### src/rtl/exp2_block_avg.sv
// Block averager for a raster pixel stream: averages each run of 2^shift valid pixels
// within a line and discards partial blocks at blanking.
module exp2_block_avg (
    input  logic       clk,
    input  logic       rst_n,
    input  logic       i_hs,
    input  logic       i_vs,
    input  logic [3:0] i_shift_bit,
    input  logic       i_valid,
    input  logic [7:0] i_data,
    output logic [7:0] o_interval,
    output logic [7:0] o_avg,
    output logic       o_avg_valid,
    output logic       o_drop,
    output logic       o_cfg_err
);

    logic [3:0]  shift_q, shift_d;
    logic [6:0]  cnt_q, cnt_d;
    logic [14:0] acc_q, acc_d;
    logic [7:0]  avg_q, avg_d;
    logic        avg_valid_q, avg_valid_d;
    logic        drop_q, drop_d;

    logic        blank;
    logic        last_pixel;
    logic [14:0] sum;
    logic [14:0] sum_shifted;

    assign blank       = !i_hs || !i_vs;
    assign o_cfg_err   = shift_q[3];
    assign o_interval  = o_cfg_err ? 8'd0 : (8'd1 << shift_q[2:0]);
    assign last_pixel  = ({1'b0, cnt_q} == (o_interval - 8'd1));
    // acc never exceeds 127*255 before the final add, so 15 bits cannot overflow
    assign sum         = acc_q + {7'd0, i_data};
    assign sum_shifted = sum >> shift_q[2:0];

    always_comb begin
        shift_d     = shift_q;
        cnt_d       = cnt_q;
        acc_d       = acc_q;
        avg_d       = avg_q;
        avg_valid_d = 1'b0;
        drop_d      = 1'b0;
        if (blank) begin
            // blanking wins over i_valid; cnt is cleared here so the drop pulse is single-cycle
            shift_d = i_shift_bit;
            cnt_d   = 7'd0;
            acc_d   = 15'd0;
            drop_d  = (cnt_q != 7'd0);
        end else if (!o_cfg_err && i_valid) begin
            if (last_pixel) begin
                avg_d       = sum_shifted[7:0];
                avg_valid_d = 1'b1;
                cnt_d       = 7'd0;
                acc_d       = 15'd0;
            end else begin
                acc_d = sum;
                cnt_d = cnt_q + 7'd1;
            end
        end
    end

    always_ff @(posedge clk or negedge rst_n) begin
        if (!rst_n) begin
            shift_q     <= 4'd0;
            cnt_q       <= 7'd0;
            acc_q       <= 15'd0;
            avg_q       <= 8'd0;
            avg_valid_q <= 1'b0;
            drop_q      <= 1'b0;
        end else begin
            shift_q     <= shift_d;
            cnt_q       <= cnt_d;
            acc_q       <= acc_d;
            avg_q       <= avg_d;
            avg_valid_q <= avg_valid_d;
            drop_q      <= drop_d;
        end
    end

    assign o_avg       = avg_q;
    assign o_avg_valid = avg_valid_q;
    assign o_drop      = drop_q;

endmodule

### config.mk
export PLATFORM = sky130hd
export DESIGN_NAME = exp2_block_avg
export DESIGN_NICKNAME = d
export VERILOG_FILES = /design/src/rtl/exp2_block_avg.sv
export SDC_FILE = /design/constraint.sdc
export NUM_CORES = 1
export LEC_CHECK = 0
export BUFFER_PORTS_ARGS = -buffer_cell sky130_fd_sc_hd__buf_4
export CAP_MARGIN = 10
export CORE_MARGIN = 1
export CORE_UTILIZATION = 40
export DETAILED_ROUTE_END_ITERATION = 8
export PLACE_DENSITY = 0.59
export SLEW_MARGIN = 40
export SYNTH_ARGS = -nofsm -noshare
export SYNTH_HDL_FRONTEND = slang
export SYNTH_SLANG_ARGS = --single-unit
export TNS_END_PERCENT = 5
### constraint.sdc
create_clock -name clk -period 7.9 [get_ports clk]
set_input_delay 0.79 -clock clk [delete_from_list [all_inputs] [get_ports clk]]
set_output_delay 0.79 -clock clk [all_outputs]
set_load 0.005 [all_outputs]
==> results.txt, run 1 <==
----------------------------------------------------
[CTS]
  TritonCTS clock tree ... done
  Maximum level of the CTS H-tree ... 2
  Clock Pin Slew Worst Setup and Hold Paths ... 0.09 ns
  Number of buffers added by the clock tree synthesis step ... 5
  Hold-fix buffers, CTS ... 0
  Max clock buf depth ... 2
  Clk_lat worst skew ... 0.31 ns
  Number of cells upsized or downsized after cts ... 0
  Cell at the root of the clock tree ... sky130_fd_sc_hd__clkbuf_8
  Buffers inserted by post-CTS timing repair ... 0
  Number of clock sinks ... 36

[Pwr]
  Pwr per Cell Area ... 145 nW/µm²
  Int Power ... 0.322 mW
  Overall power after layout ... 0.479 mW
  Worst ir drop on vdd ... 55.8 µV
  Pleak ... 1.46 nW
  Sequential share of power ... 42.4%
  Share of power burned in the clock network ... 36.3%
  Switching power of the nets ... 0.157 mW
  Switching Fraction ... 32.8%
  Relative contribution of combinational cells to total power ... 21.3%

[Route]
  Via-per-instance ratio ... 5.85
  Number of DRC violations after detailed-routing iteration 0 ... 195
  WL final ... 8020 µm
  Routed WL per cell ... 16.8 µm
  Vias ... 2790
  Post-DRT Antenna Nets ... 0
  Router iterations before antenna repair ... 5
  Drt drc ... 0

[Timing]
  Final critical delay including setup and external delays ... 4.19 ns
  Normalized max-slew margin ... 48.3%
  Hold Worst Slack ... 0.435 ns
  Period utilization ... 53.1%
  Sum Neg Setup Slack ... 0 ns
  Endpoints failing setup ... 0
  Final-report hold violation count ... 0
  Slew Limit Fails ... 0
  Setup repair after global routing missed its margin ... no
  Transition time at the pin with the least slew margin ... 0.776 ns
  Maximum clock rate ... 0.239 GHz
  Final setup skew ... 0.0132 ns

[Place]
  GPL Wtd Cong ... 0.959
  Buffers added on ports ... 35
  Half-perimeter wire length after detailed placement ... 5780 µm

[Floorplan]
  Y dimension of the die ... 87.5 µm
  Width of the die ... 87.5 µm
  Number of I/O pins ... 36
  Starting density of the core ... 42.3%
  Number of placement rows ... 30
  Core area ... 6910 µm²
  Die Footprint ... 7650 µm²

[Synthesis]
  Fraction of the yosys area taken by sequential cells ... 30.8%
  Synthesized netlist net count ... 391
  Post-synth top area share ... 30.8%
  Post-synthesis cell count ... 362
  Average cell area after synthesis ... 8.07 µm²
  Most common cell in the netlist ... sky130_fd_sc_hd__nand2_1
  Number of enable flip-flop cells after synthesis ... 0
  Top cells by count, synth ... 48 x sky130_fd_sc_hd__nand2_1, 36 x sky130_fd_sc_hd__dfrtp_1, 27 x sky130_fd_sc_hd__nor2_1, 27 x sky130_fd_sc_hd__o21ai_0, 22 x sky130_fd_sc_hd__a21oi_1
  Yosys reg bits ... 36
  Post-synth ARST share ... 100%
  Yosys warning count ... 0
  Cell area after technology mapping ... 2920 µm²
  Count of distinct cell types in the synthesized netlist ... 61
  Library cell occupying the most area in the post-synthesis netlist ... sky130_fd_sc_hd__dfrtp_1
  Most instantiated flip-flop cell in the synthesis netlist ... sky130_fd_sc_hd__dfrtp_1
  Synth top area cells ... sky130_fd_sc_hd__dfrtp_1 31%, sky130_fd_sc_hd__nand2_1 6.2%, sky130_fd_sc_hd__ha_1 4.7%

[Global routing]
  Global-route wire length before repair ... 13100 µm
  Maximum number of pins on one net before global-route repair ... 37
  Vias in the first global route ... 2557
  Number of antenna violations at the first check in global routing ... 0
  Total global-route track usage ... 22.3%
  Grt total ovfl ... 0

[Worst setup path]
  Top fanout value on the critical path ... 22
  Worst Path Class, Setup ... flip-flop to flip-flop
  Data required time of the worst path ... 8.11 ns
  Worst Setup End Kind ... flip-flop
  Worst setup slack for register-to-register paths ... 3.71 ns
  Startpoint of the lowest-slack register-to-register path ... shift_q[0]$_DFFE_PN0N_
  Type of element launching the critical path ... flip-flop
  CP arrival ... 4.40 ns
  Number of cells on the worst reg-to-reg path ... 11
  Capture instance of the worst register-to-register path ... acc_q[11]$_DFFE_PN0P_

[Final layout]
  Fill cells ... 717
  Fraction of layout cells with a size suffix above 1 ... 16.0%
  Final nets ... 409
  Multi-input combinational cell area ... 1840 µm²
  Diodes inserted ... 0
  Footprint of the flip-flops and latches ... 903 µm²
  Layout overhead on the synthesized area ... 13.4%

[Run]
  Maximum capacitance violations ... 0

[Hold path]
  Path category of the worst min-delay check ... input pin to asynchronous set/reset pin

[Outcome]
  Result of the run ... finished, final reports clean

----------------------------------------------------
-- cells in the final DEF (no fill, tap or decap), types with 6 or more instances in the layout --
master	instances
sky130_fd_sc_hd__a31oi_1	16
sky130_fd_sc_hd__dfrtp_1	34
sky130_fd_sc_hd__ha_1	11
sky130_fd_sc_hd__a22oi_1	7
sky130_fd_sc_hd__buf_4	35
sky130_fd_sc_hd__nor2_1	27
sky130_fd_sc_hd__inv_1	17
sky130_fd_sc_hd__nand3_1	7
sky130_fd_sc_hd__nand2_1	48
sky130_fd_sc_hd__nand2b_1	10
sky130_fd_sc_hd__xor2_1	10
sky130_fd_sc_hd__a21oi_1	21
sky130_fd_sc_hd__o21ai_0	27
sky130_fd_sc_hd__a211oi_1	6
-- state kept, by name, indices dropped and copies added (netlist names) --
register	cells
acc_q	15
o_avg	8
cnt_q	7
shift_q	4
o_avg_valid	1
o_drop	1
-- kinds of logic (layout without fill, tap and decap cells) --
logic type,count (synthesis),after routing,synth area share [%]
XOR/XNOR,15,15,4.50
AO/OA/AOI/OAI,123,123,27.9
buffers and inverters,42,61,6.30
multiplexers,6,6,2.53
AND/OR/NAND/NOR,128,128,22.5
adder cells (fa/ha/maj),12,12,5.40
flip-flops,36,36,30.8
-- power groups by stage --
stage	Clock [mW]	Sequential (mW)	Combinational, mW
5_1_grt	0.184	0.205	0.113
2_1_floorplan	0	0.194	0.0805
3_3_place_gp	0	0.206	0.100
3_5_place_dp	0	0.206	0.101
4_1_cts	0.179	0.203	0.101
6_report	0.174	0.203	0.102
-- worst max-delay path, stage by stage (launching register included) --
cell and delay, ns:
sky130_fd_sc_hd__dfrtp_1 0.85, sky130_fd_sc_hd__inv_1 0.41, sky130_fd_sc_hd__nor2_1 0.36, sky130_fd_sc_hd__nand2_1 0.13, sky130_fd_sc_hd__ha_1 0.31, sky130_fd_sc_hd__nor4_2 0.36, sky130_fd_sc_hd__o21ai_0 0.15, sky130_fd_sc_hd__a221oi_2 0.40
sky130_fd_sc_hd__nor4_4 0.12, sky130_fd_sc_hd__nand2b_1 0.43, sky130_fd_sc_hd__or2_2 0.42, sky130_fd_sc_hd__a31oi_1 0.17
-- per-stage QoR --
stage	setup slack (ns)	util [%]	std cells	cell area, µm²
after floorplan	4.74	-	362	2920
after global placement	3.83	46.1	468	3180
after detailed placement	3.64	46.2	468	3190
after CTS	3.61	47.8	476	3300
after global routing	3.38	48.0	477	3310
final	3.71	48.0	477	3310
-- worst max path at each step --
stage	startpoint	to	slack [ns]	depth (start not counted)
finish	shift_q[0]$_DFFE_PN0N_	acc_q[11]$_DFFE_PN0P_	3.71	11
global route	shift_q[0]$_DFFE_PN0N_	acc_q[12]$_DFFE_PN0P_	3.38	12
CTS	shift_q[0]$_DFFE_PN0N_	cnt_q[5]$_DFFE_PN0P_	3.61	11
detailed placement	shift_q[0]$_DFFE_PN0N_	acc_q[12]$_DFFE_PN0P_	3.64	11
global placement	shift_q[0]$_DFFE_PN0N_	acc_q[12]$_DFFE_PN0P_	3.83	11
floorplan	shift_q[0]$_DFFE_PN0N_	cnt_q[5]$_DFFE_PN0P_	4.74	15
-- per-layer routing --
layer	routed length (µm)	global-route usage, %	vias to the layer above
met5	0	0	-
li1	-	-	1357
met2	3600	35.4	91
met3	384	3.03	9
met1	3950	31.9	1333
met4	78	5.37	0
-- cell type report --
class,count,share of cell area [%]
Inverter,17,1.93
Multi-Input combinational cell,284,55.6
Timing Repair Buffer,36,8.27
Clock inverter,3,1.28
Sequential cell,36,27.3
Clock buffer,5,2.08
Tap cell,96,3.63
No activity file was read; power rests on OpenSTA's default activity.
==> run 2: changes to the inputs <==
==> constraint.sdc (replaced) <==
create_clock -name clk -period 4.35 [get_ports clk]
set_input_delay 0.435 -clock clk [delete_from_list [all_inputs] [get_ports clk]]
set_output_delay 0.435 -clock clk [all_outputs]
set_load 0.005 [all_outputs]
==> results.txt, run 2 (synthesis gave the netlist of run 1 again) <==
----------------------------------------------------
[Timing]
  Final-report hold violation count ... 0
  Transition time at the pin with the least slew margin ... 0.685 ns
  Sum Neg Setup Slack ... 0 ns
  Maximum clock rate ... 0.303 GHz
  Hold Worst Slack ... 0.0968 ns
  Period utilization ... 75.9%
  Slew Limit Fails ... 0
  Final setup skew ... 0.00882 ns
  Normalized max-slew margin ... 54.4%
  Final critical delay including setup and external delays ... 3.30 ns
  Setup repair after global routing missed its margin ... no
  Final worst slack ... 1.05 ns
  Endpoints failing setup ... 0

[Worst setup path]
  Critical-path top delay cell ... sky130_fd_sc_hd__dfrtp_1
  Series of cell instances along the critical path ... nor2_1, nand2_1, ha_1, nor4_2, o21ai_0, a221oi_2, nor4_4, nand2b_1, or2_2, a31oi_1
  Delay of the slowest critical-path stage ... 0.55 ns
  Top fanout value on the critical path ... 14
  Startpoint of the lowest-slack register-to-register path ... shift_q[1]$_DFFE_PN0N_
  Worst Setup End Kind ... flip-flop
  Worst Setup SP ... shift_q[1]$_DFFE_PN0N_
  CP arrival ... 3.51 ns
  Type of element launching the critical path ... flip-flop
  Worst Path Class, Setup ... flip-flop to flip-flop
  Data required time of the worst path ... 4.56 ns

[Final layout]
  Fraction of layout cells with a size suffix above 1 ... 17.4%
  Diodes inserted ... 0
  Register with the most flip-flops ... acc_q
  Layout overhead on the synthesized area ... 14.8%
  Final nets ... 418
  Flip-flop count of the largest register, all copies and words added ... 15
  Top library cells by usage in the layout, fill and taps aside ... 48 x sky130_fd_sc_hd__nand2_1, 44 x sky130_fd_sc_hd__buf_4, 36 x sky130_fd_sc_hd__dfrtp_1
  Most common cell after layout, fill and taps aside ... sky130_fd_sc_hd__nand2_1

[Place]
  Buffers added on ports ... 35
  GPL Wtd Cong ... 0.854
  Setup slack after placement ... 0.904 ns
  Half-perimeter wire length after detailed placement ... 5740 µm

[Route]
  Number of DRC violations after detailed-routing iteration 0 ... 152
  Post-DRT Antenna Nets ... 0
  Via-per-instance ratio ... 5.79
  Drt drc ... 0
  Routed WL per cell ... 15.8 µm
  WL final ... 7690 µm
  Router iterations before antenna repair ... 5
  Vias ... 2815

[Floorplan]
  Y dimension of the die ... 87.5 µm
  Core area ... 6910 µm²
  Number of I/O pins ... 36
  Width of the die ... 87.5 µm
  Starting density of the core ... 42.3%
  Die Footprint ... 7650 µm²
  Number of placement rows ... 30

[Global routing]
  Grt total ovfl ... 0
  Maximum number of pins on one net before global-route repair ... 37
  Total global-route track usage ... 21.8%
  Vias in the first global route ... 2587
  Global-route wire length before repair ... 12900 µm
  Number of antenna violations at the first check in global routing ... 0

[CTS]
  TritonCTS clock tree ... done
  Buffers inserted by post-CTS timing repair ... 0
  Number of buffers added by the clock tree synthesis step ... 5
  Number of cells upsized or downsized after cts ... 0
  Hold-fix buffers, CTS ... 0
  Max clock buf depth ... 2
  Cell at the root of the clock tree ... sky130_fd_sc_hd__clkbuf_8
  Clock Pin Slew Worst Setup and Hold Paths ... 0.08 ns
  Maximum level of the CTS H-tree ... 2
  Number of clock sinks ... 36
  Clk_lat worst skew ... 0.29 ns

[Pwr]
  Worst ir drop on vdd ... 96.6 µV
  Pwr per Cell Area ... 239 nW/µm²
  Pleak ... 1.50 nW

[Hold path]
  Path category of the worst min-delay check ... input pin to asynchronous set/reset pin

[Run]
  Maximum capacitance violations ... 0

[Outcome]
  Result of the run ... finished, final reports clean

----------------------------------------------------
## run 2: cell types whose count changed in the layout (fill, tap and decap cells not counted)
cell                         previous run  this run
sky130_fd_sc_hd__bufinv_16              1         0
sky130_fd_sc_hd__clkinv_4               0         1
sky130_fd_sc_hd__dfrtp_1               34        36
sky130_fd_sc_hd__clkinvlp_4             1         0
sky130_fd_sc_hd__dfrtp_2                2         0
sky130_fd_sc_hd__buf_4                 35        44
sky130_fd_sc_hd__clkinv_2               1         2
## run 2: cell type report
type	count	area, µm²
clock buffer	5	68.8
clock inverter	3	18.8
fill	720	3550
inverter	17	63.8
multi-input combinational	284	1840
sequential	36	901
tap	96	120
timing repair buffer	45	342
## run 2: path summary, 6_finish.rpt
path / slack [ns] / endpoint / cells past startpoint
max reg2reg: 1.05 / acc_q[11]$_DFFE_PN0P_ / 10
max: 1.05 / acc_q[11]$_DFFE_PN0P_ / 10
min reg2reg: 0.48 / o_avg[4]$_DFFE_PN0P_ / 2
min: 0.1 / acc_q[2]$_DFFE_PN0P_ / 1
min in group clk: 0.36 / shift_q[3]$_DFFE_PN0N_ / 3
max in group asynchronous: 3.92 / acc_q[11]$_DFFE_PN0P_ / 1
## run 2: metal layers
layer	wire length, µm	vias to the layer above	GRT usage (%)
met4	83	0	5.07
met1	3830	1333	32.0
met3	445	6	3.22
met5	0	-	0
met2	3330	102	33.7
li1	-	1374	-
## run 2: worst max-delay path: cells and delay by family (launching register included)
kind	cells	cell delay, ns
AO/OA/AOI/OAI	3	0.68
adder cells (fa/ha/maj)	1	0.30
flip-flops	1	0.55
AND/OR/NAND/NOR	6	1.68
## run 2: where the power goes
part / internal, mW / switching (mW)
Sequential: 0.342 / 0.00932
Combinational: 0.0802 / 0.130
Clock: 0.112 / 0.128
Total: 0.534 / 0.267
## run 2: per-stage QoR
step | instance area [µm²] | utilization, % | power, mW | instances
after floorplan | 2920 | - | 0.499 | 362
after global placement | 3250 | 47.1 | 0.565 | 477
after detailed placement | 3260 | 47.1 | 0.565 | 477
after CTS | 3340 | 48.4 | 0.810 | 485
after global routing | 3350 | 48.6 | 0.849 | 486
final | 3350 | 48.6 | 0.801 | 486
==> run 3: changes to the inputs <==
--- a/config.mk
+++ b/config.mk
@@ -5,12 +5,13 @@
 export SDC_FILE = /design/constraint.sdc
 export NUM_CORES = 1
 export LEC_CHECK = 0
+export ABC_AREA = 1
 export BUFFER_PORTS_ARGS = -buffer_cell sky130_fd_sc_hd__buf_4
 export CAP_MARGIN = 10
 export CORE_MARGIN = 1
 export CORE_UTILIZATION = 40
 export DETAILED_ROUTE_END_ITERATION = 8
-export PLACE_DENSITY = 0.59
+export PLACE_DENSITY = 0.58
 export SLEW_MARGIN = 40
 export SYNTH_ARGS = -nofsm -noshare
 export SYNTH_HDL_FRONTEND = slang
==> constraint.sdc (replaced) <==
create_clock -name clk -period 3.2 [get_ports clk]
set_input_delay 0.32 -clock clk [delete_from_list [all_inputs] [get_ports clk]]
set_output_delay 0.32 -clock clk [all_outputs]
set_load 0.005 [all_outputs]
==> results.txt, run 3 <==
----------------------------------------------------
[Synthesis]
  Count of distinct cell types in the synthesized netlist ... 41
  Top cells by count, synth ... 144 x sky130_fd_sc_hd__nand2_1, 85 x sky130_fd_sc_hd__nand3_1, 58 x sky130_fd_sc_hd__inv_1, 36 x sky130_fd_sc_hd__dfrtp_1, 26 x sky130_fd_sc_hd__nor2_1
  Synthesized netlist net count ... 498
  Post-synthesis cell count ... 469
  Yosys warning count ... 0
  Fraction of the yosys area taken by sequential cells ... 28.5%
  Yosys reg bits ... 36
  Number of enable flip-flop cells after synthesis ... 0
  Post-synth top area share ... 28.5%
  Most common cell in the netlist ... sky130_fd_sc_hd__nand2_1
  Most instantiated flip-flop cell in the synthesis netlist ... sky130_fd_sc_hd__dfrtp_1
  Library cell occupying the most area in the post-synthesis netlist ... sky130_fd_sc_hd__dfrtp_1
  Post-synth ARST share ... 100%
  Average cell area after synthesis ... 6.74 µm²
  Synth top area cells ... sky130_fd_sc_hd__dfrtp_1 28%, sky130_fd_sc_hd__nand2_1 17%, sky130_fd_sc_hd__nand3_1 13%
  Cell area after technology mapping ... 3160 µm²

[Timing]
  Setup repair after global routing missed its margin ... no
  Maximum clock rate ... 0.373 GHz
  Sum Neg Setup Slack ... 0 ns
  Normalized max-slew margin ... 53.2%
  Endpoints failing setup ... 0
  Final setup skew ... 0.0109 ns
  Transition time at the pin with the least slew margin ... 0.701 ns
  Final-report hold violation count ... 0
  Final critical delay including setup and external delays ... 2.68 ns
  Slew Limit Fails ... 0
  Period utilization ... 83.7%

[Pwr]
  Switching power of the nets ... 0.401 mW
  Pleak ... 1.88 nW
  Worst ir drop on vdd ... 179 µV
  Pwr per Cell Area ... 338 nW/µm²
  Relative contribution of combinational cells to total power ... 26.2%
  Share of power burned in the clock network ... 33.1%
  Switching Fraction ... 32.9%
  Sequential share of power ... 40.6%
  Int Power ... 0.818 mW

[Worst setup path]
  Worst Setup End Kind ... flip-flop
  Top fanout value on the critical path ... 17
  CP arrival ... 2.85 ns
  Worst Path Class, Setup ... flip-flop to flip-flop
  Data required time of the worst path ... 3.37 ns
  Type of element launching the critical path ... flip-flop

[Route]
  Routed WL per cell ... 14.8 µm
  Drt drc ... 0
  Router iterations before antenna repair ... 5
  Via-per-instance ratio ... 5.25
  Number of DRC violations after detailed-routing iteration 0 ... 144
  WL final ... 8990 µm
  Vias ... 3190
  Post-DRT Antenna Nets ... 0

[Global routing]
  Grt total ovfl ... 0
  Total global-route track usage ... 23.1%
  Global-route wire length before repair ... 15000 µm
  Number of antenna violations at the first check in global routing ... 0
  Vias in the first global route ... 3065
  Maximum number of pins on one net before global-route repair ... 37

[CTS]
  Buffers inserted by post-CTS timing repair ... 0
  TritonCTS clock tree ... done
  Number of cells upsized or downsized after cts ... 0
  Cell at the root of the clock tree ... sky130_fd_sc_hd__clkbuf_8
  Number of clock sinks ... 36
  Number of buffers added by the clock tree synthesis step ... 5
  Max clock buf depth ... 2
  Maximum level of the CTS H-tree ... 2
  Clock Pin Slew Worst Setup and Hold Paths ... 0.08 ns
  Clk_lat worst skew ... 0.29 ns

[Place]
  Buffers added on ports ... 35
  Instance area at placement ... 3490 µm²
  Half-perimeter wire length after detailed placement ... 7150 µm
  GPL Wtd Cong ... 0.978

[Final layout]
  Most common cell after layout, fill and taps aside ... sky130_fd_sc_hd__nand2_1
  Final nets ... 534
  Register with the most flip-flops ... acc_q
  Top library cells by usage in the layout, fill and taps aside ... 144 x sky130_fd_sc_hd__nand2_1, 85 x sky130_fd_sc_hd__nand3_1, 58 x sky130_fd_sc_hd__inv_1
  Fraction of layout cells with a size suffix above 1 ... 19.0%
  Fill cells ... 840
  Design area ... 3610 µm²
  Diodes inserted ... 0
  Flip-flop count of the largest register, all copies and words added ... 15
  Layout overhead on the synthesized area ... 14.2%

[Floorplan]
  Width of the die ... 90.9 µm
  Die Footprint ... 8260 µm²
  Number of placement rows ... 32
  Number of I/O pins ... 36
  Core area ... 7690 µm²
  Y dimension of the die ... 90.9 µm
  Starting density of the core ... 41.1%

[Hold path]
  Path category of the worst min-delay check ... input pin to flip-flop

[Run]
  Maximum capacitance violations ... 0

[Outcome]
  Result of the run ... finished, final reports clean

----------------------------------------------------
## run 3: cell types whose count changed in the layout (fill, tap and decap cells not counted), moves of 8 or more
cell	previous run	this run
sky130_fd_sc_hd__a21oi_1	21	10
sky130_fd_sc_hd__a31oi_1	16	1
sky130_fd_sc_hd__inv_1	17	58
sky130_fd_sc_hd__nand2_1	48	144
sky130_fd_sc_hd__nand2_2	0	10
sky130_fd_sc_hd__nand2b_1	10	0
sky130_fd_sc_hd__nand3_1	7	85
sky130_fd_sc_hd__o21ai_0	27	13
sky130_fd_sc_hd__o22ai_2	0	10
sky130_fd_sc_hd__xor2_1	10	2
## run 3: cell type report
type / count / area [µm²] / share of cell area, %
inverter: 66 / 255 / 7.07
timing repair buffer: 40 / 303 / 8.38
sequential: 36 / 901 / 24.9
multi-input combinational: 356 / 1920 / 53.1
clock inverter: 2 / 35.0 / 0.970
clock buffer: 6 / 72.6 / 2.01
tap: 102 / 128 / 3.53
## run 3: logic make-up after synthesis
group	share of synthesized area, %
buf+inv	10.8
fa+ha+maj	4.99
compound gates	11.1
xor+xnor	1.66
simple gates	42.9
flops	28.5
## run 3: what timing repair did
item / in CTS / in global routing
hold buffers: 1 / 0
endpoints found under the setup margin: 0 / 0
hold endpoints to repair: 2 / 0
## run 3: final timing paths
path	slack, ns	from	cells after the start	end
setup reg to reg	0.52	shift_q[2]$_DFFE_PN0N_	14	acc_q[3]$_DFFE_PN0P_
hold reg to reg	0.49	o_avg[1]$_DFFE_PN0P_	2	o_avg[1]$_DFFE_PN0P_
max in group asynchronous	2.33	rst_n	2	cnt_q[1]$_DFFE_PN0P_
setup / recovery	0.52	shift_q[2]$_DFFE_PN0N_	14	acc_q[3]$_DFFE_PN0P_
hold / removal	0.24	i_shift_bit[2]	3	shift_q[2]$_DFFE_PN0N_
min in group asynchronous	0.53	rst_n	2	acc_q[12]$_DFFE_PN0P_
## run 3: per-stage QoR
| step | utilization (%) | worst slack (ns) | hold WS [ns] | cells | power [mW] |
|---|---|---|---|---|---|
| 4_1_cts | 47.0 | 0.551 | 0.228 | 608 | 1.23 |
| 2_1_floorplan | - | 0.941 | 0.0244 | 469 | 0.722 |
| 3_3_place_gp | 45.5 | 0.664 | 0.319 | 599 | 0.823 |
| 6_report | 47.0 | 0.522 | 0.235 | 608 | 1.22 |
| 5_1_grt | 47.0 | 0.331 | 0.249 | 608 | 1.29 |
| 3_5_place_dp | 45.5 | 0.568 | 0.323 | 599 | 0.821 |
## run 3: critical path, cell delays in order (launching register included)
cell and delay [ns]:
sky130_fd_sc_hd__dfrtp_1 0.57, sky130_fd_sc_hd__inv_2 0.25, sky130_fd_sc_hd__nand2_2 0.11, sky130_fd_sc_hd__nor2_1 0.19, sky130_fd_sc_hd__inv_1 0.07, sky130_fd_sc_hd__ha_1 0.28
sky130_fd_sc_hd__xnor2_1 0.12, sky130_fd_sc_hd__nor2_1 0.08, sky130_fd_sc_hd__nand2_1 0.06, sky130_fd_sc_hd__nor2_1 0.12, sky130_fd_sc_hd__nand2_2 0.08, sky130_fd_sc_hd__nor2_4 0.16
sky130_fd_sc_hd__nand2_4 0.11, sky130_fd_sc_hd__nand2_4 0.23, sky130_fd_sc_hd__o21ai_0 0.13
## run 3: power groups by stage
stage | clock [mW] | sequential [mW] | combinational (mW)
finish | 0.404 | 0.495 | 0.320
global route | 0.431 | 0.498 | 0.360
CTS | 0.414 | 0.495 | 0.321
detailed placement | 0 | 0.504 | 0.318
global placement | 0 | 0.505 | 0.318
floorplan | 0 | 0.495 | 0.227
## run 3: layer usage
| layer | GRT usage [%] | vias up | share of wire [%] |
|---|---|---|---|
| met5 | 0 | - | 0 |
| met4 | 8.86 | 0 | 2.2 |
| met3 | 3.11 | 14 | 4.3 |
| met2 | 37.9 | 90 | 46 |
| met1 | 30.8 | 1490 | 47 |
| li1 | - | 1596 | - |
